<file path="src/rtl/twos_comp_serial_ctrl_if.sv">
// twos_comp_serial_ctrl_if
//   Valid/ready bundle between a word producer, the serial two's complement
//   controller and a result consumer.
//   in_valid/in_ready/in_data    : producer -> controller word handshake
//   out_valid/out_ready/out_data : controller -> consumer result handshake
//   modport slave  : the controller side
//   modport master : the producer/consumer (environment) side
interface twos_comp_serial_ctrl_if #(
    parameter int unsigned WIDTH = 8
);
    logic             in_valid;
    logic             in_ready;
    logic [WIDTH-1:0] in_data;
    logic             out_valid;
    logic             out_ready;
    logic [WIDTH:0]   out_data;

    modport slave (
        input  in_valid, in_data, out_ready,
        output in_ready, out_valid, out_data
    );

    modport master (
        output in_valid, in_data, out_ready,
        input  in_ready, out_valid, out_data
    );
endinterface

</file>
<file path="src/rtl/twos_comp_serial_ctrl.sv">
// twos_comp_serial_ctrl
//   Computes the WIDTH+1-bit two's complement {carry, ~a + 1} of a word by
//   stepping one half-adder cell over the operand, LSB first, one bit per
//   clock. IDLE accepts a word, RUN takes WIDTH cycles, DONE holds the
//   result until the consumer takes it.
// Ports
//   clk  : rising-edge clock
//   rst  : synchronous active-high reset
//   bus  : slave side of twos_comp_serial_ctrl_if (in_* / out_* handshakes)
//   busy : high in RUN or DONE
//   ovf  : only with TWOS_COMP_OVF_EN defined; high in DONE when the operand
//          was the most negative signed value (1 followed by zeros)
// Options
//   TWOS_COMP_OVF_EN : adds the ovf output and its operand detector
module twos_comp_serial_ctrl #(
    parameter int unsigned WIDTH = 8
) (
    input  logic                   clk,
    input  logic                   rst,
    twos_comp_serial_ctrl_if.slave bus,
    output logic                   busy
`ifdef TWOS_COMP_OVF_EN
    ,
    output logic                   ovf
`endif
);

    localparam int unsigned CW = $clog2(WIDTH);

    typedef enum logic [1:0] {
        IDLE,
        RUN,
        DONE
    } state_t;

    state_t           state_q, state_d;
    logic [WIDTH-1:0] op_q, op_d;
    logic             carry_q, carry_d;
    logic [CW-1:0]    cnt_q, cnt_d;
    logic [WIDTH:0]   out_q, out_d;

    logic             bit_n;
    logic             sum;
    logic             last;

    always_ff @(posedge clk) begin
        if (rst) begin
            state_q <= IDLE;
        end else begin
            state_q <= state_d;
        end
    end

    always_ff @(posedge clk) begin
        if (rst) begin
            op_q    <= '0;
            carry_q <= 1'b0;
            cnt_q   <= '0;
            out_q   <= '0;
        end else begin
            op_q    <= op_d;
            carry_q <= carry_d;
            cnt_q   <= cnt_d;
            out_q   <= out_d;
        end
    end

    // The operand register doubles as the result shifter: each sum bit enters
    // at the top while the unconsumed operand bits move down towards bit 0,
    // so after WIDTH shifts it holds the full result. The result is copied to
    // out_q on the last RUN edge so out_data never shows partial values.
    always_comb begin
        state_d       = state_q;
        op_d          = op_q;
        carry_d       = carry_q;
        cnt_d         = cnt_q;
        out_d         = out_q;
        bus.in_ready  = 1'b0;
        bus.out_valid = 1'b0;
        busy          = 1'b0;

        bit_n = ~op_q[0];
        sum   = bit_n ^ carry_q;
        last  = (cnt_q == CW'(WIDTH - 1));

        unique case (state_q)
            IDLE: begin
                bus.in_ready = 1'b1;
                if (bus.in_valid) begin
                    op_d    = bus.in_data;
                    carry_d = 1'b1;
                    cnt_d   = '0;
                    state_d = RUN;
                end
            end
            RUN: begin
                busy    = 1'b1;
                op_d    = {sum, op_q[WIDTH-1:1]};
                carry_d = bit_n & carry_q;
                cnt_d   = cnt_q + 1'b1;
                if (last) begin
                    out_d   = {bit_n & carry_q, sum, op_q[WIDTH-1:1]};
                    state_d = DONE;
                end
            end
            DONE: begin
                busy          = 1'b1;
                bus.out_valid = 1'b1;
                if (bus.out_ready) begin
                    state_d = IDLE;
                end
            end
            default: begin
                state_d = IDLE;
            end
        endcase
    end

    assign bus.out_data = out_q;

`ifdef TWOS_COMP_OVF_EN
    logic ovf_cand_q, ovf_cand_d;

    always_comb begin
        ovf_cand_d = ovf_cand_q;
        if (state_q == IDLE && bus.in_valid) begin
            ovf_cand_d = (bus.in_data == {1'b1, {(WIDTH-1){1'b0}}});
        end else if (state_q == DONE && bus.out_ready) begin
            ovf_cand_d = 1'b0;
        end
    end

    always_ff @(posedge clk) begin
        if (rst) begin
            ovf_cand_q <= 1'b0;
        end else begin
            ovf_cand_q <= ovf_cand_d;
        end
    end

    assign ovf = ovf_cand_q && (state_q == DONE);
`endif

endmodule

</file>
<file path="src/flat_wrapper.sv">
// flat-port wrapper written by rule: the top's interface ports become plain ports
module twos_comp_serial_ctrl_flat 
#(
    parameter int unsigned WIDTH = 8
)
  (clk, rst, busy, bus_in_valid, bus_in_data, bus_out_ready, bus_in_ready, bus_out_valid, bus_out_data);
  twos_comp_serial_ctrl_if #(.WIDTH(WIDTH)) bus_i ();
  input  logic clk;
  input  logic rst;
  output logic busy;
  input wire logic [$bits(bus_i.in_valid)-1:0] bus_in_valid;
  input wire logic [$bits(bus_i.in_data)-1:0] bus_in_data;
  input wire logic [$bits(bus_i.out_ready)-1:0] bus_out_ready;
  output wire logic [$bits(bus_i.in_ready)-1:0] bus_in_ready;
  output wire logic [$bits(bus_i.out_valid)-1:0] bus_out_valid;
  output wire logic [$bits(bus_i.out_data)-1:0] bus_out_data;
  assign bus_i.in_valid = bus_in_valid;
  assign bus_i.in_data = bus_in_data;
  assign bus_i.out_ready = bus_out_ready;
  assign bus_in_ready = bus_i.in_ready;
  assign bus_out_valid = bus_i.out_valid;
  assign bus_out_data = bus_i.out_data;
  twos_comp_serial_ctrl #(.WIDTH(WIDTH)) u_core (.clk(clk), .rst(rst), .bus(bus_i), .busy(busy));
endmodule
</file>
<file path="config.mk">
export PLATFORM = sky130hd
export DESIGN_NAME = twos_comp_serial_ctrl_flat
export DESIGN_NICKNAME = d
export VERILOG_FILES = /design/src/rtl/twos_comp_serial_ctrl_if.sv /design/src/rtl/twos_comp_serial_ctrl.sv /design/src/flat_wrapper.sv
export SDC_FILE = /design/constraint.sdc
export NUM_CORES = 1
export LEC_CHECK = 0
export CAP_MARGIN = 30
export CORE_ASPECT_RATIO = 0.75
export CORE_MARGIN = 2
export CORE_UTILIZATION = 25
export DETAILED_ROUTE_END_ITERATION = 12
export PLACE_DENSITY = 0.52
export RECOVER_POWER = 100
export SLEW_MARGIN = 20
export SYNTH_ARGS = -nofsm -noshare
export SYNTH_HDL_FRONTEND = slang
export SYNTH_SLANG_ARGS = --single-unit
</file>
<file path="constraint.sdc">
create_clock -name clk -period 1.9 [get_ports clk]
set_input_delay 0.38 -clock clk [delete_from_list [all_inputs] [get_ports clk]]
set_output_delay 0.38 -clock clk [all_outputs]
set_load 0.01 [all_outputs]
</file>
==> results by group <==
Outcome
  – Status: finished clean

Layout
  – Share of layout cells above drive strength 1: 0.08824
  – Fill count: 433
  – P&R area growth vs syn: 27.78%
  – Fin util: 0.3366
  – Nets@finish: approximately 160
  – N_diodes: 0

Logic synthesis
  – Register area share after synthesis: 0.4259
  – Mapped Area: approximately 1100 um2
  – Top post-synthesis cells by count: dfxtp_1, nor2_1, a21oi_1, mux2i_1, nand2_1
  – Asr flop ratio synth: 0
  – Most common cell in the netlist: dfxtp_1
  – FF+latch count, synth: 23
  – Cell variety after synth: 22
  – Prevailing post-synth register cell: dfxtp_1
  – YS warnings: 0
  – Area leader, netlist: dfxtp_1
  – Syn_area_per_cell: ~9.7 um2
  – Syn Nets: 130
  – Synth Instances: roughly 110
  – Number of synthesized flops with an enable pin: 0
  – Synth area leaders: dfxtp_1, a211oi_2, mux2i_1, ha_1, a21oi_1
  – Share of the synthesized area in the top cell type: 0.4259

Timing
  – Setup TNS: 0 ns
  – Fin worst setup slack: around 0.13 ns
  – Final Skew: between 0.009 and 0.01 ns
  – RSZ-0062 raised after global routing: false
  – Hold_ws: 0.4550 ns
  – Worst Tran Pin Value: 0.5468 ns
  – Pins over their slew limit: 0
  – Post-layout minimum cycle time: approximately 1.8 ns
  – Setup violators final: 0
  – Fmax: ~560 MHz
  – Final hold violations: 0
  – Fin crit share: 0.9322
  – Slew Limit Headroom: 0.6355

Drt
  – # DRC: 0
  – Iter 0 DRT Violations: 33
  – Via count: around 840
  – Pre-antenna DRT Iters: 4
  – Vias per Instance: ~4.4
  – Avg WL per Cell: 12.13 um
  – Antenna viol nets, final: 0
  – Final WL: about 2.3 mm

Clock tree
  – Later-pin clock latency in the skew report: around 0.26 ns
  – Total CTS buffers: 3
  – Post_cts resized: 2
  – Hold Buf Count CTS: 0
  – Htree depth: 1
  – CTS tree: built
  – Root Driver: clkbuf_8
  – Longest Clk Path Bufs: 2
  – Worst-path clk slew: roughly 0.08 ns
  – Clock Sinks: 23
  – Postcts setup bufs: 0

Setup path
  – Data arrival, critical path: ~1.4 ns
  – R2R setup slack: around 0.26 ns
  – Crit path cell chain: inv_1 -> ha_1 -> clkdlybuf4s50_1
  – Setup Crit Path Kind: reg -> out
  – Crit path max fanout: 3
  – Setup crit start kind: flip-flop
  – Crit path capture type: primary output
  – Worst path slowest cell: clkdlybuf4s50_1
  – Req. time, crit path: between 1.5 and 2 ns
  – Max incr delay on CP: between 0.4 and 0.5 ns

Global routing
  – Overflow after GRT: 0
  – Largest net degree at the start of global routing: 18
  – Initial antenna violation count: 0
  – Vias in the first global route: 785
  – First-pass GRT wire length: ~3.8 mm
  – GRT Overall Usage: 0.1022

Floorplan
  – Starting Density: 0.2634
  – Die H: between 60 and 70 um
  – Io pins: 24
  – Die ar.: around 5000 um2
  – Die Wd: 79.93 um
  – FP Rows: 20
  – Core ar.: a little over 4000 um2

Placed design
  – Placer Congestion: 0.6575
  – Dpl hpwl: 1.807 mm
  – Port Buf Inserts: 23
  – Pre-CTS setup slack: 0.2856 ns

Power
  – VDD IR max: approximately 300 uV
  – Leak pwr: around 0.53 nW
  – Cell area power density: approximately 1000 nW/um2

Hold path
  – HP Class: reg -> reg

Flow run
  – Max-cap violation count: 0
[area by class of cell]
| cell class | instances | area (um2) | area share |
|---|---|---|---|
| Sequential cell | 23 | 460.4 | 0.3333 |
| Inverter | 5 | 18.77 | 0.01359 |
| Clock buffer | 4 | 45.04 | 0.03261 |
| Timing Repair Buffer | 27 | 255.2 | 0.1848 |
| Tap cell | 55 | 68.82 | 0.04982 |
| Multi-Input combinational cell | 77 | 533.0 | 0.3859 |
[flip-flops by register name, indices dropped and copies added (netlist names)]
name / count
u_core.bus.out_data: 9
u_core.op_q: 8
u_core.cnt_q: 3
u_core.state_q: 2
u_core.carry_q: 1
[kinds of logic (layout without fill, tap and decap cells)]
group,after synthesis,after routing,share of synthesized area
mux,11,11,0.1065
simple gates,36,36,0.1528
flops,23,23,0.4259
buf+inv,12,36,0.06134
compound gates,24,24,0.1840
fa+ha+maj,6,6,0.06944
[worst max-delay path: cells and delay by family, from the launching register on]
kind | cells | cell delay (ns)
buf+inv | 2 | 0.55
flops | 1 | 0.37
fa+ha+maj | 1 | 0.20
[worst paths after layout]
kind                                             start                endpoint  cells after the start
worst min register to register  u_core.bus.out_data[3]  u_core.bus.out_data[3]                      2
worst min-delay path            u_core.bus.out_data[3]  u_core.bus.out_data[3]                      2
worst max-delay path                 u_core.state_q[0]           bus_out_valid                      3
worst max register to register       u_core.state_q[1]         u_core.cnt_q[1]                      6
[cells in the final DEF (no fill, tap or decap), drive strengths merged]
| cell type | n |
|---|---|
| dfxtp | 23 |
| clkdlybuf4s50 | 12 |
| nand2 | 11 |
| nor2 | 11 |
| a21oi | 10 |
| mux2i | 10 |
| nand3 | 9 |
| dlygate4sd3 | 9 |
| a211oi | 8 |
| ha | 6 |
| inv | 5 |
| clkbuf | 5 |
| buf | 3 |
| or2b | 2 |
| a32oi | 2 |
| a311oi | 2 |
| nand2b | 2 |
| nand3b | 1 |
| mux2 | 1 |
| o211ai | 1 |
| a31oi | 1 |
| clkdlybuf4s25 | 1 |
| dlygate4sd2 | 1 |
[per-layer routing]
metal	wire length, um	up-vias	global-route usage	share of wire
met5	0	-	0	0
met4	0	0	0.007264	0
met3	111	0	0.04018	0.048
met2	969	16	0.1512	0.42
met1	1235	384	0.1474	0.53
li1	-	442	-	-
[per-stage QoR]
step / cell area [um2] / total power, mW / cells
3_5_place_dp: 1363 / 1.095 / 187
2_1_floorplan: 1081 / 0.9857 / 112
6_report: 1381 / 1.346 / 191
5_1_grt: 1381 / 1.442 / 191
3_3_place_gp: 1363 / 1.078 / 187
4_1_cts: 1409 / 1.396 / 191
[where the power goes]
part           leakage [nW]  total, mW  internal (mW)  switching [mW]
clock network        0.0228      0.303          0.150           0.153
logic                 0.317      0.447          0.202           0.245
registers             0.188      0.596          0.546          0.0502
Power figures use the tool's default switching activity.
